===== config.mk =====
export PLATFORM = sky130hd
export DESIGN_NAME = sdram_port_arbiter
export DESIGN_NICKNAME = d
export VERILOG_FILES = /design/src/rtl/sdram_port_arbiter.sv
export SDC_FILE = /design/constraint.sdc
export NUM_CORES = 1
export LEC_CHECK = 0
export ABC_CLOCK_PERIOD_IN_PS = 2810
export BUFFER_PORTS_ARGS = -buffer_cell sky130_fd_sc_hd__buf_2
export CAP_MARGIN = 20
export CORE_ASPECT_RATIO = 1.4
export CORE_MARGIN = 2
export CORE_UTILIZATION = 35
export DETAILED_ROUTE_END_ITERATION = 7
export GPL_TIMING_DRIVEN = 0
export PLACE_DENSITY = 0.81
export RECOVER_POWER = 25
export SYNTH_ARGS = -nofsm -noshare
export SYNTH_HDL_FRONTEND = slang
export SYNTH_SLANG_ARGS = --single-unit
export TNS_END_PERCENT = 1

===== constraint.sdc =====
create_clock -name clk -period 2.81 [get_ports clk]
set_clock_uncertainty 0.05 [all_clocks]
set_input_delay 0.4215 -clock clk [delete_from_list [all_inputs] [get_ports clk]]
set_output_delay 0.4215 -clock clk [all_outputs]
set_load 0.1 [all_outputs]

===== src/rtl/sdram_port_arbiter.sv =====
// sdram_port_arbiter
//   Two requesters (p0, p1) share one SdramCtrl command/response stream.
//   Commands are granted round-robin over a zero-latency combinational mux.
//   Every accepted read pushes the issuing port ID into an in-order FIFO, and
//   the FIFO head routes each returning read response back to its issuer.
//
// Ports
//   clk, reset                 clock, synchronous active-low reset
//   pN_cmd_*                   requester N command stream (valid/ready + payload)
//   pN_rsp_*                   requester N read-response stream
//   io_cmd_*                   granted command stream towards SdramCtrl
//   io_rsp_*                   read-response stream from SdramCtrl
//   io_overflow_err            sticky flag: response arrived with no read pending
//
// Command lock FSM
//   state     | meaning
//   ST_FREE   | no command stalled, grant follows round-robin
//   ST_LOCKED | a command was offered but not taken, grant held on locked_port

module sdram_port_arbiter #(
  parameter int ADDR_WIDTH    = 24,
  parameter int DATA_WIDTH    = 16,
  parameter int MASK_WIDTH    = 2,
  parameter int PENDING_DEPTH = 4
) (
  input  logic                  clk,
  input  logic                  reset,

  input  logic                  p0_cmd_valid,
  output logic                  p0_cmd_ready,
  input  logic [ADDR_WIDTH-1:0] p0_cmd_payload_address,
  input  logic                  p0_cmd_payload_write,
  input  logic [DATA_WIDTH-1:0] p0_cmd_payload_data,
  input  logic [MASK_WIDTH-1:0] p0_cmd_payload_mask,
  output logic                  p0_rsp_valid,
  input  logic                  p0_rsp_ready,
  output logic [DATA_WIDTH-1:0] p0_rsp_payload_data,

  input  logic                  p1_cmd_valid,
  output logic                  p1_cmd_ready,
  input  logic [ADDR_WIDTH-1:0] p1_cmd_payload_address,
  input  logic                  p1_cmd_payload_write,
  input  logic [DATA_WIDTH-1:0] p1_cmd_payload_data,
  input  logic [MASK_WIDTH-1:0] p1_cmd_payload_mask,
  output logic                  p1_rsp_valid,
  input  logic                  p1_rsp_ready,
  output logic [DATA_WIDTH-1:0] p1_rsp_payload_data,

  output logic                  io_cmd_valid,
  input  logic                  io_cmd_ready,
  output logic [ADDR_WIDTH-1:0] io_cmd_payload_address,
  output logic                  io_cmd_payload_write,
  output logic [DATA_WIDTH-1:0] io_cmd_payload_data,
  output logic [MASK_WIDTH-1:0] io_cmd_payload_mask,
  input  logic                  io_rsp_valid,
  output logic                  io_rsp_ready,
  input  logic [DATA_WIDTH-1:0] io_rsp_payload_data,
  output logic                  io_overflow_err
);

  localparam int PTR_W = $clog2(PENDING_DEPTH);
  localparam int CNT_W = PTR_W + 1;

  typedef enum logic {
    ST_FREE   = 1'b0,
    ST_LOCKED = 1'b1
  } lock_state_t;

  lock_state_t state, state_next;
  logic        locked_port, locked_port_next;
  logic        rr_last;
  logic        grant;
  logic        sel_valid;
  logic        sel_write;
  logic        gate_block;
  logic        cmd_fire;

  logic [PENDING_DEPTH-1:0] pend_id;
  logic [PTR_W-1:0]         wr_ptr, rd_ptr;
  logic [CNT_W-1:0]         count;
  logic                     fifo_empty, fifo_full;
  logic                     head_id;
  logic                     push, pop;

  // Full-gating looks only at the registered count; a pop in the same cycle
  // frees its slot for the next cycle, never for the current one.
  assign fifo_empty = (count == '0);
  assign fifo_full  = (count == CNT_W'(PENDING_DEPTH));
  assign head_id    = pend_id[rd_ptr];

  always_comb begin
    grant            = ~rr_last;
    state_next       = state;
    locked_port_next = locked_port;

    if (state == ST_LOCKED)
      grant = locked_port;
    else if (p0_cmd_valid && !p1_cmd_valid)
      grant = 1'b0;
    else if (p1_cmd_valid && !p0_cmd_valid)
      grant = 1'b1;

    sel_valid              = grant ? p1_cmd_valid           : p0_cmd_valid;
    sel_write              = grant ? p1_cmd_payload_write   : p0_cmd_payload_write;
    io_cmd_payload_address = grant ? p1_cmd_payload_address : p0_cmd_payload_address;
    io_cmd_payload_write   = sel_write;
    io_cmd_payload_data    = grant ? p1_cmd_payload_data    : p0_cmd_payload_data;
    io_cmd_payload_mask    = grant ? p1_cmd_payload_mask    : p0_cmd_payload_mask;

    // A read is withheld while no slot is free to remember where its data goes.
    gate_block   = sel_valid && !sel_write && fifo_full;
    io_cmd_valid = sel_valid && !gate_block;
    p0_cmd_ready = io_cmd_ready && !grant && !gate_block;
    p1_cmd_ready = io_cmd_ready &&  grant && !gate_block;
    cmd_fire     = io_cmd_valid && io_cmd_ready;

    if (cmd_fire) begin
      state_next = ST_FREE;
    end else if (io_cmd_valid) begin
      state_next       = ST_LOCKED;
      locked_port_next = grant;
    end
  end

  always_comb begin
    p0_rsp_valid = io_rsp_valid && !fifo_empty && !head_id;
    p1_rsp_valid = io_rsp_valid && !fifo_empty &&  head_id;
    // Orphan responses are swallowed so SdramCtrl can never wedge on them.
    io_rsp_ready = fifo_empty || (head_id ? p1_rsp_ready : p0_rsp_ready);
    push         = cmd_fire && !sel_write;
    pop          = io_rsp_valid && io_rsp_ready && !fifo_empty;
  end

  assign p0_rsp_payload_data = io_rsp_payload_data;
  assign p1_rsp_payload_data = io_rsp_payload_data;

  always_ff @(posedge clk) begin
    if (!reset) begin
      state           <= ST_FREE;
      locked_port     <= 1'b0;
      rr_last         <= 1'b1;
      pend_id         <= '0;
      wr_ptr          <= '0;
      rd_ptr          <= '0;
      count           <= '0;
      io_overflow_err <= 1'b0;
    end else begin
      state       <= state_next;
      locked_port <= locked_port_next;
      if (cmd_fire)
        rr_last <= grant;
      if (push) begin
        pend_id[wr_ptr] <= grant;
        wr_ptr          <= wr_ptr + PTR_W'(1);
      end
      if (pop)
        rd_ptr <= rd_ptr + PTR_W'(1);
      if (push && !pop)
        count <= count + CNT_W'(1);
      else if (pop && !push)
        count <= count - CNT_W'(1);
      if (io_rsp_valid && fifo_empty)
        io_overflow_err <= 1'b1;
    end
  end

endmodule


==> impl_metrics.yaml, run 1 <==
run_status:
  status: "completed"
sta:
  maxSlewHeadroom_pct: 20.21
  min_period_ps: 2704
  grt_setup_unrepaired: "true"
  slew_violations: 0
  worstMarginPinSlew_ps: 1202
  hold_violations: 0
  fmax_mhz: 369.8
  finalSetupViolCount: 0
  fin_crit_sh_pct: 96.22
floorplanning:
  initial_core_util_pct: 36.54
  fp.dieH_um: 88.45
  io_pins: 192
  die_x_um: 64.32
  core-area_sq_um: 4880
  die_area_sq_um: 5689
  rows: 30
global_routing:
  antenna_found_initial: 5
  grt_pass1_vias: 2106
  grt-ovfl-total: 0
  use_met1_pct: 25.64
  busiest_layer: "met2"
  track_usage_pct: 22.54
  use_met2_pct: 38.64
  grt_util_met3_pct: 11.32
  grt_pass1_wl_um: 10070
  grt_max_degree: 11
worst_setup_path:
  critPathRequiredTime_ps: 2340
  crit_path_max_fanout: 10
  critical_path_class: "flop to primary output"
  end_kind: "primary output"
  start_kind: "flop"
  worst-endpoint-arrival_ps: 2230
yosys:
  syn_area_per_cell_sq_um: 6.531
  syn_area_sq_um: 1783
  synthTopCellsByCount: "nand2_1, buf_4, dfxtp_1"
  synth_top_area_share_pct: 29.47
  synth_edf_count: 0
  ys_ff_latch: 15
  synth_fp_nets: 389
  ys_warn_count: 0
  synthCells: 273
  synth_ff_type: "dfxtp_1"
  yosysMostFrequentCell: "nand2_1"
  synth_cell_type_count: 46
  synthArstFlopShare_pct: 0
  yosysSeqAreaShare_pct: 16.84
  synth_area_leader_cell: "nand2_1"
  ys_top_cells_by_area: "nand2_1, dfxtp_1, buf_4, mux2i_1, ha_1"
flow_run:
  cap_violations: 0
placement:
  gp_congestion: 0.8815
  post-dp-hpwl_um: 5913
  port_buffers: 174
  dpl.cell_count: 511
pwr:
  seqPwrFrac_pct: 11.3
  p_int_uw: 834.3
  pwr-share-comb_pct: 82.3
  p_clk_share_pct: 6.4
  p_leak_uw: 0.001651
  switching_power_uw: 1947
  p_total_uw: 2781
  p_per_area_nw_per_um2: 957.8
  vdd_drop_max_v: 0.0007797
  sw_frac_of_total_pct: 70.01
clock_tree:
  clk_latency_ps: 250
  cts_max_level: 1
  cts.clk_slew.worst_paths_ps: 60
  cts-buffers-inserted: 3
  cts_root_buf: "clkbuf_8"
  cts_sinks: 15
  clockBufferDepth: 2
  cts_tree: "yes"
hold_path:
  hold_class: "flop to flop"
drt:
  drc_errors: 0
  wire_per_inst_um: 13.75
  routed_wirelength_um: 7179
  avgViaCountPerCell: 4.653
  drtIter0Drc: 85
  dr.pass1.iters: 4
  antenna_left: 0
  dr_total_vias: 2429
layout:
  finalNonFillerCells: 522
  n_fill_cell: 468
  area_growth_pct: 62.88
  nets: 570
  drive_above_1_share_pct: 46.36
## metal layers
metal	up-vias	routed length [um]
met2	127	3358
met5	-	13
met4	2	82
met1	1064	2801
met3	17	923
li1	1219	-
## power by group through the flow
stage	combinational [uW]	clock, uW	sequential (uW)
after global placement	2190	0	311
final	2290	178	315
after floorplan	1840	0	335
after CTS	2220	176	313
after global routing	2390	185	321
after detailed placement	2220	0	314
## worst max-delay path, stage by stage (launching register included)
cell      delay, ps
dfxtp_1         590
o21bai_4        240
o21a_1          160
buf_2           250
buf_2           240
nand2_1          80
nand2_1          80
clkbuf_4        330
## cell usage in the layout (no fill, tap or decap), drive strengths merged, types with 2 or more instances in the layout
cell / instances
nand4: 4
or2: 2
diode: 5
nor2: 2
nor3: 2
nor2b: 2
clkbuf: 73
nand2: 140
nand2b: 2
inv: 6
o31ai: 2
a21boi: 3
mux2i: 10
o311ai: 3
and3: 3
buf: 151
ha: 5
or3: 3
o21ai: 4
dfxtp: 15
and2: 2
## through the flow
stage | hold slack [ps] | area, sq um | TNS (ps) | util, % | setup slack, ps
2_1_floorplan | 385.3 | 1788 | -252.9 | - | -136.5
3_3_place_gp | 398.0 | 2739 | -51.42 | 56.13 | -51.42
3_5_place_dp | 407.3 | 2739 | -115.5 | 56.13 | -115.5
4_1_cts | 414.9 | 2791 | 0 | 57.21 | 28.83
5_1_grt | 448.6 | 2897 | -52.24 | 59.36 | -52.24
6_report | 414.9 | 2904 | 0 | 59.51 | 106.1
## final timing paths
kind / slack (ps) / cells after the start / start / endpoint
hold / removal: 410 / 2 / pend_id[1] / pend_id[1]
setup reg to reg: 110 / 10 / state / count[2]
hold reg to reg: 410 / 2 / pend_id[1] / pend_id[1]
setup / recovery: 110 / 7 / state / io_cmd_payload_data[4]
## registers in the layout, indices dropped and copies added (netlist names)
name and flops:
state 1, count 3, rd_ptr 2, io_overflow_err 1
wr_ptr 2, pend_id 4, locked_port 1, rr_last 1
## cells by family after synthesis
family / Yosys count / synth area share (%)
adders and majority gates: 6 / 4.632
muxes: 11 / 7.088
xor gates and xnor gates: 2 / 0.9826
and+or+nand+nor: 164 / 37.96
AOI/OAI and AO/OA: 25 / 14.67
buffers and inverters: 50 / 17.82
DFF: 15 / 16.84
## layout make-up
class                      instances  area [sq um]  share of cell area [%]
inverter                           6         22.52                  0.7755
antenna                            5         12.51                  0.4308
sequential                        15         302.8                   10.43
clock buffer                       4         45.04                   1.551
tap                               64         80.08                   2.757
multi-input combinational        208          1189                   40.93
buffer                            44         295.3                   10.17
timing repair buffer             176         957.2                   32.96
## timing repair
item,in CTS,in global routing
gates cloned,0,0
setup endpoints to repair,29,41
pin swaps,0,2
gates resized for setup,2,44
hold buffers,0,0
buffers inserted,0,2
(Power assumes the default switching activity.)
==> run 2: changes to the inputs <==
--- a/config.mk
+++ b/config.mk
@@ -8,7 +8,7 @@
 export ABC_CLOCK_PERIOD_IN_PS = 2810
 export BUFFER_PORTS_ARGS = -buffer_cell sky130_fd_sc_hd__buf_2
 export CAP_MARGIN = 20
-export CORE_ASPECT_RATIO = 1.4
+export CORE_ASPECT_RATIO = 1.5
 export CORE_MARGIN = 2
 export CORE_UTILIZATION = 35
 export DETAILED_ROUTE_END_ITERATION = 7
==> run 2 against run 1 <==
Routed wire length decreased by 5.0%. Count of clock-buffer cells in the layout stayed put. Final cell count up 0.38%. Sequential cell count is the same. Critical path depth increased by 3. Combinational power shrank 3%. Via count decreased by 2.5%. Cell area decreased by 3.3%. Largest power group unchanged.
==> impl_metrics.yaml, run 2 (synthesis gave the netlist of run 1 again) <==
run_status:
  status: "completed"
sta:
  slew_violations: 0
  holdWs_ps: 418.4
  finalSetupViolCount: 0
  hold_violations: 0
  grt_setup_unrepaired: "true"
  maxSlewHeadroom_pct: 21.71
  fmax_mhz: 372.4
  fin_crit_sh_pct: 95.56
  min_period_ps: 2685
  worstMarginPinSlew_ps: 1179
worst_setup_path:
  end_kind: "flop"
  regToRegStartpoint: "rr_last"
  critical_path_class: "flop to flop"
  reg2reg_slack_ps: 120
  reg2reg_to: "count[2]"
  critPathRequiredTime_ps: 2940
  r2r_cells: 10
  setup.worst_path.start: "rr_last"
  crit_path_max_fanout: 9
  start_kind: "flop"
  worst-endpoint-arrival_ps: 2810
hold_path:
  min_path_cells: 3
  hold_class: "primary input to flop"
  hold_end: "io_overflow_err"
  min_from: "io_rsp_valid"
floorplanning:
  rows: 31
  die_x_um: 62.28
  io_pins: 192
  die_area_sq_um: 5693
  initial_core_util_pct: 36.48
  fp.dieH_um: 91.42
  core-area_sq_um: 4887
layout:
  final_cell_mix: "buf_2, nand2_1, buf_4"
  drive_above_1_share_pct: 46.34
  area_growth_pct: 57.54
  reg.largest.list: "pend_id (4), count (3)"
  nets: 568
  regMostFlops: "pend_id"
  largest_register_ffs: 4
  fin_area_sq_um: 2809
  mostFrequentLayoutCell: "buf_2"
  n_fill_cell: 501
clock_tree:
  cts-buffers-inserted: 3
  cts_hold_buf: 0
  cts_setup_buffers: 0
  clockBufferDepth: 2
  cts_tree: "yes"
  cts.clk_slew.worst_paths_ps: 60
  cts_sinks: 15
  cts_root_buf: "clkbuf_8"
  cts_max_level: 1
  clk_latency_ps: 250
global_routing:
  antenna_found_initial: 5
  grt_max_degree: 11
  grt_pass1_vias: 2392
  track_usage_pct: 23.34
  grt-ovfl-total: 0
  grt_pass1_wl_um: 10900
pwr:
  vdd_drop_max_v: 0.0006031
  p_per_area_nw_per_um2: 960.9
  p_leak_uw: 0.001628
  p_total_uw: 2699
flow_run:
  cap_violations: 0
placement:
  placed_cell_area_sq_um: 2741
  port_buffers: 174
  post-dp-hpwl_um: 5775
  gp_congestion: 0.8807
drt:
  routed_wirelength_um: 6822
  antenna_left: 0
  wire_per_inst_um: 13.02
  dr.pass1.iters: 4
  avgViaCountPerCell: 4.521
  drc_errors: 0
  dr_total_vias: 2369
  drtIter0Drc: 44
run 2: repair_timing:
item	CTS	global route
resized for setup	3	10
gates cloned	0	0
pin swaps	0	1
setup endpoints to repair	41	41
run 2: report_power, final:
part	total, uW	internal [uW]	switching [uW]
sequential	310	253	56.8
clock	176	101	75.1
combinational	2210	421	1790
total	2700	775	1920
run 2: final cells by class:
class	instances	area (sq um)	area share, %
plain buffers	44	297.8	10.60
inverters	6	22.52	0.8018
repair buffers	174	854.6	30.42
flip-flops and latches	15	302.8	10.78
clock buffers	4	45.04	1.604
diodes	7	17.52	0.6236
well taps	66	82.58	2.940
multi-input cells	208	1186	42.23
run 2: worst max-delay path by stage:
stage	slack (ps)	to
finish	120	count[2]
global route	-30	count[2]
CTS	20	io_cmd_payload_mask[0]
detailed placement	-90	count[2]
global placement	-20	count[2]
floorplan	-140	state
run 2: worst max-delay path: stages (launching register included):
cell and delay [ps]:
dfxtp_1 390, o21ba_1 240, o311ai_4 370, and3_1 220
buf_4 130, ha_1 180, inv_1 60, fa_1 370
xor2_1 160, or3_1 290, a21boi_0 150
run 2: layer usage:
layer,GRT usage (%),vias to the layer above,wire length [um]
met2,41.94,124,3351
met4,6.296,2,126
li1,-,1218,-
met1,23.20,1009,2397
met3,12.52,16,928
met5,0,-,17
run 2: stage by stage:
step           worst slack [ps]  setup TNS (ps)  util [%]  instances
6_report                  124.7               0     57.48        524
4_1_cts                   22.16               0     57.19        517
3_3_place_gp             -24.45          -24.45     56.09        513
5_1_grt                  -34.86          -34.86     57.22        519
3_5_place_dp             -85.97          -85.97     56.09        513
2_1_floorplan            -136.5          -252.9         -        273
==> run 3: changes to the inputs <==
--- a/config.mk
+++ b/config.mk
@@ -8,12 +8,14 @@
 export ABC_CLOCK_PERIOD_IN_PS = 2810
 export BUFFER_PORTS_ARGS = -buffer_cell sky130_fd_sc_hd__buf_2
 export CAP_MARGIN = 20
+export CELL_PAD_IN_SITES_DETAIL_PLACEMENT = 1
+export CELL_PAD_IN_SITES_GLOBAL_PLACEMENT = 1
 export CORE_ASPECT_RATIO = 1.5
 export CORE_MARGIN = 2
-export CORE_UTILIZATION = 35
+export CORE_UTILIZATION = 21
 export DETAILED_ROUTE_END_ITERATION = 7
 export GPL_TIMING_DRIVEN = 0
-export PLACE_DENSITY = 0.81
+export PLACE_DENSITY_LB_ADDON = 0.1
 export RECOVER_POWER = 25
 export SYNTH_ARGS = -nofsm -noshare
 export SYNTH_HDL_FRONTEND = slang
==> run 3 against run 2 <==
Sequential cell count stayed put. Cell area is 7.0% higher. Combinational power grew 5%. Largest power group unchanged.
==> impl_metrics.yaml, run 3 (synthesis gave the netlist of run 1 again) <==
run_status:
  status: "completed"
layout:
  reg.largest.list: "pend_id (4), count (3)"
  final_cell_mix: "nand2_1, buf_2, buf_4"
  area_growth_pct: 68.63
  regMostFlops: "pend_id"
  n_fill_cell: 1141
  finalNonFillerCells: 564
  fin_util_pct: 36.18
  diodes: 0
  drive_above_1_share_pct: 47.70
  mostFrequentLayoutCell: "nand2_1"
  largest_register_ffs: 4
  nets: 574
  fin_area_sq_um: 3007
clock_tree:
  cts_sinks: 15
  cts.clk_slew.worst_paths_ps: 50
  cts_tree: "yes"
  clk_latency_ps: 250
  clockBufferDepth: 2
  cts-buffers-inserted: 3
  cts_max_level: 1
  cts_root_buf: "clkbuf_16"
drt:
  drc_errors: 0
  avgViaCountPerCell: 4.294
  dr.pass1.iters: 4
  wire_per_inst_um: 14.02
  dr_total_vias: 2422
  routed_wirelength_um: 7910
  drtIter0Drc: 38
  antenna_left: 0
pwr:
  p_per_area_nw_per_um2: 968.8
  vdd_drop_max_v: 0.0003767
  p_leak_uw: 0.001692
  p_int_uw: 935.5
  seqPwrFrac_pct: 10.7
  switching_power_uw: 1977
  pwr-share-comb_pct: 79.4
  p_clk_share_pct: 9.9
  sw_frac_of_total_pct: 67.88
placement:
  placed_cell_area_sq_um: 2793
  post-dp-hpwl_um: 6782
  post-place-ws_ps: -212.8
  port_buffers: 174
  gp_congestion: 0.7476
  dpl.cell_count: 554
sta:
  finalSetupViolCount: 0
  worstMarginPinSlew_ps: 1185
  min_period_ps: 2678
  hold_violations: 0
  fin_ws_ps: 132.2
  fmax_mhz: 373.4
  slew_violations: 0
  maxSlewHeadroom_pct: 21.35
  grt_setup_unrepaired: "true"
  fin_crit_sh_pct: 95.29
worst_setup_path:
  critPathRequiredTime_ps: 2930
  crit_path_max_fanout: 5
  worstSetupEndpoint: "count[2]"
  regToRegStartpoint: "rd_ptr[0]"
  setup.worst_path.start: "rd_ptr[0]"
  r2r_cells: 9
  reg2reg_to: "count[2]"
  worst-endpoint-arrival_ps: 2800
  end_kind: "flop"
  start_kind: "flop"
  reg2reg_slack_ps: 130
  critical_path_class: "flop to flop"
floorplanning:
  io_pins: 192
  core-area_sq_um: 8310
  die_x_um: 79.24
  rows: 41
  fp.dieH_um: 116.9
  die_area_sq_um: 9259
  initial_core_util_pct: 21.45
global_routing:
  grt_pass1_vias: 2284
  grt_pass1_wl_um: 11550
  track_usage_pct: 15.75
  grt_max_degree: 11
  antenna_found_initial: 0
  grt-ovfl-total: 0
hold_path:
  hold_class: "primary input to flop"
flow_run:
  cap_violations: 0
run 3: changes by cell type in the layout (fill, tap and decap cells not counted), sizes merged:
cell    delta
clkbuf    +21
buf       -15
diode      -7
run 3: layer usage:
layer	track usage (%)	part of all wire, %	vias up
met4	4.828	1.2	0
met1	14.59	33	1099
met2	33.11	57	97
li1	-	-	1221
met3	3.528	8.6	5
met5	0	0	-
run 3: worst min path at each step:
stage	startpoint	endpoint	slack, ps	depth (start not counted)
5_1_grt	io_rsp_valid	io_overflow_err	440	3
4_1_cts	io_rsp_valid	io_overflow_err	410	3
6_report	io_rsp_valid	io_overflow_err	410	3
3_3_place_gp	pend_id[0]	pend_id[0]	400	2
2_1_floorplan	pend_id[2]	pend_id[2]	390	2
3_5_place_dp	pend_id[0]	pend_id[0]	410	2
run 3: final cells by class:
cell class              count  area [sq um]  area share [%]
repair buffers            180         979.7           32.58
multi-input cells         208          1189           39.53
well taps                 107         133.9           4.453
inverters                   6         22.52          0.7491
clock buffers               4         78.83           2.622
plain buffers              44         299.0           9.946
flip-flops and latches     15         304.0           10.11
run 3: through the flow:
step	power [uW]	hold WS [ps]	setup TNS (ps)
6_report	2913	407.7	0
5_1_grt	3054	437.1	-35.17
4_1_cts	2883	407.3	-9.207
3_5_place_dp	2558	408.4	-212.8
3_3_place_gp	2544	397.7	-126.2
2_1_floorplan	2173	385.3	-252.9
run 3: critical path, stage by stage, from the launching register on:
cell and delay, ps:
dfxtp_2 350, mux4_2 570, mux2i_4 230, or2_1 160
ha_2 190, inv_1 50, fa_1 370, xor2_1 160
or3_1 300, a21boi_0 170
run 3: power groups by stage:
stage	clock network [uW]	logic, uW	registers, uW
after floorplan	0	1840	335
after global placement	0	2230	315
after detailed placement	0	2240	316
after CTS	298	2270	312
after global routing	297	2430	324
final	288	2310	313
run 3: repair_timing:
| action | in CTS | in global routing |
|---|---|---|
| pin swaps | 0 | 3 |
| endpoints found under the setup margin | 40 | 40 |
| gates cloned | 0 | 0 |
| resized for setup | 15 | 32 |
| hold buffers | 0 | 0 |
| setup buffers | 0 | 6 |
